File: src/rtl/mult_seq_nxn.sv
// Sequential unsigned WIDTHxWIDTH multiplier: one SLICExSLICE partial product
// is accumulated per clock, with start/abort/error handling in a small FSM.
module mult_seq_nxn #(
  parameter int unsigned WIDTH = 8,
  parameter int unsigned SLICE = 4,
  localparam int unsigned K    = WIDTH / SLICE,
  localparam int unsigned NPP  = K * K,
  localparam int unsigned CW   = (NPP > 1) ? $clog2(NPP) : 1
) (
  input  logic                 clk,
  input  logic                 reset_a_n,
  input  logic                 start,
  input  logic [WIDTH-1:0]     dataa,
  input  logic [WIDTH-1:0]     datab,
  output logic [2*WIDTH-1:0]   product,
  output logic                 done,
  output logic                 busy,
  output logic                 err,
  output logic [2:0]           state_out,
  output logic [CW-1:0]        count_out
);

  localparam int unsigned PW = 2 * WIDTH;
  localparam int unsigned SW = 2 * SLICE;

  typedef enum logic [2:0] {
    IDLE = 3'b000,
    CALC = 3'b001,
    DONE = 3'b010,
    ERR  = 3'b011
  } state_t;

  state_t            state_q, state_d;
  logic [WIDTH-1:0]  a_q, a_d;
  logic [WIDTH-1:0]  b_q, b_d;
  logic [PW-1:0]     acc_q, acc_d;
  logic [PW-1:0]     product_q, product_d;
  logic [CW-1:0]     count_q, count_d;
  logic              done_q, done_d;
  logic              busy_q, busy_d;
  logic              err_q, err_d;
  logic [CW-1:0]     count_out_q, count_out_d;

  int unsigned       idx_a;
  int unsigned       idx_b;
  logic [SLICE-1:0]  a_slice;
  logic [SLICE-1:0]  b_slice;
  logic [SW-1:0]     pp_raw;
  logic [PW-1:0]     pp_shift;
  logic [PW-1:0]     acc_sum;
  logic              last_pp;

  // Partial product for the current count: A slice walks fastest, B slice slowest.
  always_comb begin
    idx_a    = 32'(count_q) % K;
    idx_b    = 32'(count_q) / K;
    a_slice  = a_q[idx_a*SLICE +: SLICE];
    b_slice  = b_q[idx_b*SLICE +: SLICE];
    pp_raw   = SW'(a_slice) * SW'(b_slice);
    pp_shift = PW'(pp_raw) << ((idx_a + idx_b) * SLICE);
    acc_sum  = acc_q + pp_shift;
    last_pp  = (count_q == CW'(NPP - 1));
  end

  // Next-state and datapath control.
  always_comb begin
    state_d   = state_q;
    a_d       = a_q;
    b_d       = b_q;
    acc_d     = acc_q;
    count_d   = count_q;
    product_d = product_q;

    case (state_q)
      IDLE, DONE, ERR: begin
        if (start) begin
          a_d     = dataa;
          b_d     = datab;
          acc_d   = '0;
          count_d = '0;
          state_d = CALC;
        end else if (state_q == DONE) begin
          state_d = IDLE;
        end
      end
      CALC: begin
        if (start) begin
          // Abort: partial sum is dropped, product keeps its last value.
          acc_d   = '0;
          count_d = '0;
          state_d = ERR;
        end else if (last_pp) begin
          product_d = acc_sum;
          acc_d     = acc_sum;
          count_d   = '0;
          state_d   = DONE;
        end else begin
          acc_d   = acc_sum;
          count_d = count_q + CW'(1);
        end
      end
      default: begin
        acc_d   = '0;
        count_d = '0;
        state_d = IDLE;
      end
    endcase

    done_d      = (state_d == DONE);
    busy_d      = (state_d == CALC);
    err_d       = (state_d == ERR);
    count_out_d = (state_d == CALC) ? count_d : '0;
  end

  always_ff @(posedge clk or negedge reset_a_n) begin
    if (!reset_a_n) begin
      state_q     <= IDLE;
      a_q         <= '0;
      b_q         <= '0;
      acc_q       <= '0;
      product_q   <= '0;
      count_q     <= '0;
      done_q      <= 1'b0;
      busy_q      <= 1'b0;
      err_q       <= 1'b0;
      count_out_q <= '0;
    end else begin
      state_q     <= state_d;
      a_q         <= a_d;
      b_q         <= b_d;
      acc_q       <= acc_d;
      product_q   <= product_d;
      count_q     <= count_d;
      done_q      <= done_d;
      busy_q      <= busy_d;
      err_q       <= err_d;
      count_out_q <= count_out_d;
    end
  end

  assign product   = product_q;
  assign done      = done_q;
  assign busy      = busy_q;
  assign err       = err_q;
  assign state_out = state_q;
  assign count_out = count_out_q;

endmodule

File: config.mk
export PLATFORM = sky130hd
export DESIGN_NAME = mult_seq_nxn
export DESIGN_NICKNAME = d
export VERILOG_FILES = /design/src/rtl/mult_seq_nxn.sv
export SDC_FILE = /design/constraint.sdc
export NUM_CORES = 1
export LEC_CHECK = 0
export ABC_AREA = 1
export CAP_MARGIN = 30
export CORE_ASPECT_RATIO = 0.5
export CORE_MARGIN = 3
export CORE_UTILIZATION = 63
export CTS_BUF_LIST = sky130_fd_sc_hd__clkbuf_4
export CTS_CLUSTER_DIAMETER = 40
export CTS_CLUSTER_SIZE = 16
export DETAILED_ROUTE_END_ITERATION = 8
export PLACE_DENSITY_LB_ADDON = 0.15
export RECOVER_POWER = 25
export SLEW_MARGIN = 10
export SYNTH_ARGS = -nofsm -noshare
export SYNTH_HDL_FRONTEND = slang
export SYNTH_SLANG_ARGS = --single-unit
File: constraint.sdc
create_clock -name clk -period 10.7 [get_ports clk]
set_input_delay 1.605 -clock clk [delete_from_list [all_inputs] [get_ports clk]]
set_output_delay 1.605 -clock clk [all_outputs]
set_load 0.02 [all_outputs]
# Word-level counts from Yosys, hierarchy flattened
# Cells that the tools add are included.
# classes
mul	1
n_mux	13
n_addsub	3
reduce_logical	4
eq_ne	8
bitwise_logic	1
n_shift	3
# op_table
cell	n
2-to-1 mux 16 bit	2
case mux 16 bit (2 select lines)	1
adder 16 bit	1
indexed part select 8 x 4 -> 4 bit	2
left shift 8 x 4 -> 16 bit	1
equality test 3 x 2 -> 1 bit, second input constant	4
2-to-1 mux 3 bit	4
multiplier 4 x 4 -> 8 bit	1
2-to-1 mux 2 bit	4
equality test 3 x 1 -> 1 bit, second input constant	2
case mux 3 bit (2 select lines)	1
case mux 2 bit (2 select lines)	1
zero test 3 bit	1
AND reduction 3 bit	1
OR reduction 3 bit	1
adder 1 x 1 -> 2 bit	1
adder 2 x 1 -> 2 bit, second input constant	1
equality test 2 bit, second input constant	1
inequality test 2 bit, second input constant	1
AND reduction 2 bit	1
inverter 1 bit	1
# totals
out_inout_bits	24
wordCells	43
reg_bits	58

# Depth between registers and ports, before layout
# Gate-level depths: netlist of run 1.
# depth
word_depth	6
depth_mapped	27
mapped_depth_nobuf	27

# Worst setup path after synthesis of run 1
# OpenSTA, ideal clock, no wires.
# synth_timing
kind	reg2reg
from	register count_q[0]
to	register acc_q[13]
stages_incl_launch_ff	24
setup_slack_ns	5.973
t_arrival_ns	4.609
cell_sequence	dfrtp_1 > clkbuf_1 > o21ai_0 > or2_2 > fa_1 > inv_1 > fa_1 > inv_1 > fa_1 > or2_2 > nand2_1 > a21oi_1 > xnor2_1 > inv_1 > nand2_1 > o21ai_0 > nor2_1 > ha_1 > a21oi_1 > o21ai_0 > a211oi_1 > nand3_1 > nand3_1 > nand2_1
# synth_between
elab_chain_len	6
word_cells_on_any_way	7
classes_between	2 x add/sub; 1 x mul; 2 x shift; 2 x mux
# synth_rtl
element	line	source
from (decl)	38	logic [CW-1:0] count_q, count_d;
from (signal assigned)	133	count_q <= count_d;
indexed part select 8 x 4 -> 4 bit	57	a_slice = a_q[idx_a*SLICE +: SLICE];
multiplier 4 x 4 -> 8 bit	59	pp_raw = SW'(a_slice) * SW'(b_slice);
left shift 8 x 4 -> 16 bit *	60	pp_shift = PW'(pp_raw) << ((idx_a + idx_b) * SLICE);
adder 16 bit *	61	acc_sum = acc_q + pp_shift;
2-to-1 mux 16 bit *	87	if (start) begin
case mux 16 bit (2 select lines) *	74	case (state_q)
to (signal assigned)	120	acc_q <= '0;
to (signal assigned)	131	acc_q <= acc_d;
to (decl)	36	logic [PW-1:0] acc_q, acc_d;
# Mark *: on every way between the ends. The rest lies on a longest branch, timed or not.
# A chain may end at the register's enable or synchronous reset.

# Worst setup path in the final report of run 1
# layout_timing
from	register count_q[0]
to	register product_q[11] (netlist: product[11])
# layout_between
elab_chain_len	4
word_cells_on_any_way	7
classes_between	2 x add/sub; 1 x mul; 1 x eq/ne; 2 x shift; 1 x reduce/logical
# layout_rtl
element	line	source
indexed part select 8 x 4 -> 4 bit	57	
multiplier 4 x 4 -> 8 bit	59	
left shift 8 x 4 -> 16 bit	60	
adder 16 bit	61	
to (signal assigned)	132	product_q <= product_d;
to (decl)	37	logic [PW-1:0] product_q, product_d;
# Several ways; a longest one is shown, not always the timed one.

==> impl_metrics.yaml, run 1 <==
floorplan:
  start_util: 0.693
  fp.dieArea_um2: 6750
  core_area_um2: 5230
  io_pins: 43
  fp.dieH_um: 59.6
  die_w_um: 113
  rows: 18
finish:
  nFillCells: 326
  utilization: 0.800
  final_nets: 527
  area_delta_synth_final_pct: 15.4
  multi_input_area_um2: 1950
  layout-drive-gt1-share: 0.0962
  fin_cells: 548
  seqCellArea_um2: 1450
  antenna_cells: 0
sta:
  fin_setup_tns_ns: 0
  post-route-period-util: 0.476
  slew_headroom: -1.04
  rsz0062_at_grt: "false"
  final.setup_skew_ns: 0.0126
  fmax_ghz: 0.196
  finalHoldViolations: 0
  tightest_slew_ns: 3.07
  maxSlewViolCount: 59
  period_needed_ns: 5.10
  hold_ws_ns: 0.484
  final-setup-viol-count: 0
critical_path:
  cpMostUsedCell: "nand2_1"
  critical_path_class: "flop to flop"
  arrival_ns: 5.45
  crit_buf_inv: 3
  crit_path_top_delay_cell: "fa_1"
  endpoint_kind: "flop"
  crit_family: "adder cells"
  cp_max_fo: 10
  max_stage_delay_ns: 0.55
  start_kind: "flop"
  crit_chain: "o21ai_0 > or2_2 > fa_1 > inv_1 > fa_1 > inv_1 > fa_1 > or2_2 > nand2_1 > a21oi_1 > xnor2_1 > inv_1 > nand2_1 > o21ai_0 > nor2_1 > ha_1 > a21oi_1 > nand3_1 > a21oi_1 > xnor2_1 > nand2_1 > nand2_1"
  cp.required_ns: 11.06
synthesis:
  ys.flop_type: "dfrtp_1"
  netlist_top_cells_count: "nand2_1 (105), dfrtp_1 (58), nor2_1 (41), inv_1 (39)"
  yosys-top-cells-area: "dfrtp_1 (40%), nand2_1 (11%), ha_1 (9.7%)"
  async_flop_share: 1.00
  synth.yosys.warnings: 0
  syn_nets: 482
  ys_ff_latch: 58
  yosysTopAreaCellShare: 0.401
  synth_enable_flop_cells: 0
  syn_avg_cell_area_um2: 8.42
  ys_types: 39
  yosys.area.top_type: "dfrtp_1"
  synth_cells: 430
  synth-seq-area-share: 0.401
  synth_area_um2: 3620
  synth.most_common_cell: "nand2_1"
detailed_routing:
  drc: 0
  ant_nets: 0
  drt-total-wl_um: 8560
  dr_total_vias: 3125
  detail_route.wl_per_cell_um: 15.6
  drt_iter0_markers: 177
  dr.pass1.iters: 6
  viasPerCell: 5.70
global_route:
  antenna_found_initial: 0
  grt_pass1_vias: 3084
  grt_max_degree: 59
  grt_pass1_wl_um: 14400
  grt.total_usage: 0.280
  overflow: 0
placement:
  gp_congestion: 0.996
  portBuffers: 42
  dp.cells: 534
  dp_hpwl_um: 6570
cts:
  clockRootBuffer: "clkbuf_4"
  post_cts_resized: 0
  insertion_delay_ns: 0.42
  cts_setup_buffers: 0
  cts_tree: "built"
  cts.reportedPaths.clkPinSlew_ns: 0.09
  cts_buffers: 9
  h-tree-depth: 3
  clockBufferDepth: 2
  cts_hold_buf: 0
  clock-sinks: 58
power_and_ir_drop:
  power_density_nw_per_um2: 156
  ir_drop_uv: 108
  leakagePower_nw: 2.17
worst_hold_path:
  hp-class: "flop to flop"
job:
  cap_violations: 1
outcome:
  status: "finished, violations left"
  violations: "capacitance limit, slew limit"
[worst paths after layout]
path / from / end / slack (ns) / cells after the start
setup / recovery: count_q[0] / product[11] / 5.60 / 22
hold / removal: product[7] / product[7] / 0.48 / 2
setup reg to reg: count_q[0] / product[11] / 5.60 / 22
hold reg to reg: product[7] / product[7] / 0.48 / 2
max in group asynchronous: reset_a_n / a_q[7] / 6.69 / 2
min in group asynchronous: reset_a_n / acc_q[12] / 2.28 / 2
[stage by stage]
stage	area (um2)	worst slack, ns	total power, mW
3_5_place_dp	4090	5.66	0.522
4_1_cts	4180	5.63	0.651
2_1_floorplan	3620	5.97	0.454
5_1_grt	4180	5.16	0.700
6_report	4180	5.60	0.650
3_3_place_gp	4080	5.80	0.513
[flip-flops by register name, summed over array words and instances, names as in the netlist, 2 cells and up]
signal     count
a_q            8
acc_q         16
b_q            8
count_out      2
count_q        2
product       16
state_out      3
[metal layers]
layer	vias to the layer above	track usage	wire [um]
li1	1507	-	-
met1	1465	0.364	3820
met2	133	0.467	3980
met3	20	0.0724	631
met4	0	0.0908	131
met5	-	0	0
[power breakdown]
| group | leakage, nW | internal [mW] | switching, mW |
|---|---|---|---|
| sequential | 0.746 | 0.236 | 0.0110 |
| clock | 0.0555 | 0.0462 | 0.0815 |
| combinational | 1.37 | 0.106 | 0.169 |
[cell usage in the layout (no fill, tap or decap), types with 6 or more instances in the layout]
master and count:
o21ai_0 21, clkdlybuf4s50_1 41, nand3_1 28, nor2_1 41, dfrtp_1 58, a21oi_1 19
ha_1 28, inv_1 39, mux2_2 13, nand2_1 105, xor2_1 6, clkbuf_4 10
[cell families after synthesis]
family,synth area share
AO/OA/AOI/OAI,0.0960
XOR/XNOR,0.0242
adder cells (fa/ha/maj),0.124
buffers and inverters,0.0608
flip-flops,0.401
multiplexers,0.0542
other,0.00104
AND/OR/NAND/NOR,0.239
[worst min-delay path: stages, from the launching register on]
cell,delay (ns)
dfrtp_1,0.35
nand2_1,0.05
nand2_1,0.05
[area by class of cell]
type / instances / area share
clock buffers: 10 / 0.0180
flip-flops and latches: 58 / 0.347
repair buffers: 44 / 0.103
inverters: 42 / 0.0389
multi-input cells: 320 / 0.467
well taps: 70 / 0.0210
clock inverters: 4 / 0.00509
Power figures use the tool's default switching activity.
==> run 2, diff against run 1 <==
- CORE_UTILIZATION: 63 -> 58
- clock period: 10.7 -> 5.2 ns (I/O delays scaled with it)
==> run 2 against run 1 <==
Against the previous run:
- largest power group unchanged
- fmax up 2.9%
- clock skew down 0.0037 ns
- via count up 0.96%
- first-iteration DRC count up 27%
- core utilization down 4.3 points
- combinational power up 110%
- critical path depth up 1
- critical path type unchanged
- non-clock buffer count up 4
- the run still ends with capacitance limit, slew limit left
- global-route usage down 3.2 points
- sequential share of layout area down 1.3 points
- die area up 7.9%
==> impl_metrics.yaml, run 2 (same netlist as run 1, synthesis figures left out) <==
outcome:
  violations: "capacitance limit, slew limit"
  status: "finished, violations left"
critical_path:
  r2r_cells: 23
  arrival_ns: 5.28
  cp_max_fo: 6
  start_kind: "flop"
  endpoint_kind: "flop"
  cp.required_ns: 5.52
  critical_path_class: "flop to flop"
floorplan:
  start_util: 0.630
  fp.dieH_um: 61.9
  fp.dieArea_um2: 7290
  die_w_um: 118
  io_pins: 43
  rows: 19
  core_area_um2: 5750
worst_hold_path:
  whs_path_depth: 2
  hp-class: "flop to flop"
placement:
  gp_congestion: 1.04
  dp_hpwl_um: 6520
  dp.cells: 548
  portBuffers: 42
global_route:
  overflow: 0
  grt_pass1_vias: 3014
  antenna_found_initial: 0
  grt_max_degree: 59
  grt_pass1_wl_um: 14000
  grt.total_usage: 0.248
detailed_routing:
  ant_nets: 0
  detail_route.wl_per_cell_um: 15.8
  dr.pass1.iters: 6
  viasPerCell: 5.55
  drt_iter0_markers: 224
  drt-total-wl_um: 9000
  dr_total_vias: 3155
  drc: 0
finish:
  multi_input_area_um2: 1980
  layout-drive-gt1-share: 0.126
  layout_common_cells: "nand2_1 (105), dfrtp_1 (56), nor2_1 (41), clkdlybuf4s50_1 (41), inv_1 (39)"
  antenna_cells: 0
  final_nets: 531
  utilization: 0.756
  nFillCells: 448
  layout_commonest_cell: "nand2_1"
  fin_cells: 568
  seqCellArea_um2: 1450
  area_delta_synth_final_pct: 20.1
sta:
  fmax_ghz: 0.202
  finalHoldViolations: 0
  post-route-period-util: 0.953
  tightest_slew_ns: 3.14
  period_needed_ns: 4.96
  rsz0062_at_grt: "true"
  final-setup-viol-count: 0
  slew_headroom: -1.09
  final.setup_skew_ns: 0.00895
  maxSlewViolCount: 59
power_and_ir_drop:
  p_total_mw: 1.51
  leakagePower_nw: 2.24
  ir_drop_uv: 218
  power_density_nw_per_um2: 348
cts:
  clockRootBuffer: "clkbuf_4"
  cts_tree: "built"
  insertion_delay_ns: 0.43
  cts_buffers: 9
  h-tree-depth: 3
  clockBufferDepth: 2
  cts.reportedPaths.clkPinSlew_ns: 0.10
  clock-sinks: 58
job:
  cap_violations: 1
-- run 2: path summary, 6_finish.rpt --
kind	startpoint	end	slack [ns]
max	count_q[0]	product[13]	0.24
min	product[9]	product[9]	0.49
max reg2reg	count_q[0]	product[13]	0.24
min reg2reg	product[9]	product[9]	0.49
max in group asynchronous	reset_a_n	count_q[0]	1.73
min in group asynchronous	reset_a_n	product[11]	1.48
-- run 2: worst max-delay path, stage by stage (launching register included) --
cell	delay, ns
dfrtp_2	0.45
nand2_1	0.10
o21ai_0	0.17
or2_2	0.35
fa_1	0.49
inv_1	0.05
fa_1	0.56
inv_1	0.07
fa_1	0.44
or2_2	0.32
nand2_1	0.06
a21oi_1	0.07
xnor2_1	0.15
inv_1	0.07
nand2_1	0.05
o21ai_0	0.10
nor2_1	0.15
ha_1	0.31
a21oi_2	0.23
o21ai_0	0.14
a211oi_2	0.25
nand3_1	0.12
nand3_1	0.11
nand2_1	0.06
-- run 2: cell type report --
| type | instances | area share |
|---|---|---|
| well taps | 84 | 0.0242 |
| repair buffers | 48 | 0.106 |
| flip-flops and latches | 58 | 0.334 |
| clock buffers | 9 | 0.0155 |
| multi-input cells | 320 | 0.456 |
| inverters | 42 | 0.0374 |
| clock inverters | 7 | 0.0270 |
-- run 2: timing repair --
action,CTS,global route
setup endpoints to repair,0,14
gates resized for setup,0,14
hold buffers,0,0
buffers inserted,0,4
-- run 2: metrics by stage --
step,setup WS (ns),hold slack [ns],TNS [ns],cell area (um2)
after CTS,0.156,0.491,0,4290
after global routing,-0.102,0.522,-0.502,4350
final,0.245,0.487,0,4350
after detailed placement,0.202,0.464,0,4100
after global placement,0.329,0.463,0,4090
after floorplan,0.473,0.455,0,3620
-- run 2: per-layer routing --
metal  track usage  vias to the layer above  share of wire  wire, um
met5             0                        -              0         0
met4        0.0950                        0          0.028       256
met3        0.0624                       26          0.048       429
met2         0.436                      106           0.46      4170
met1         0.309                     1510           0.46      4140
li1              -                     1513              -         -
-- run 2: report_power, final --
part	total [mW]	leakage, nW	internal, mW	switching, mW
combinational	0.582	1.40	0.223	0.359
clock	0.423	0.0898	0.242	0.181
sequential	0.510	0.743	0.487	0.0230
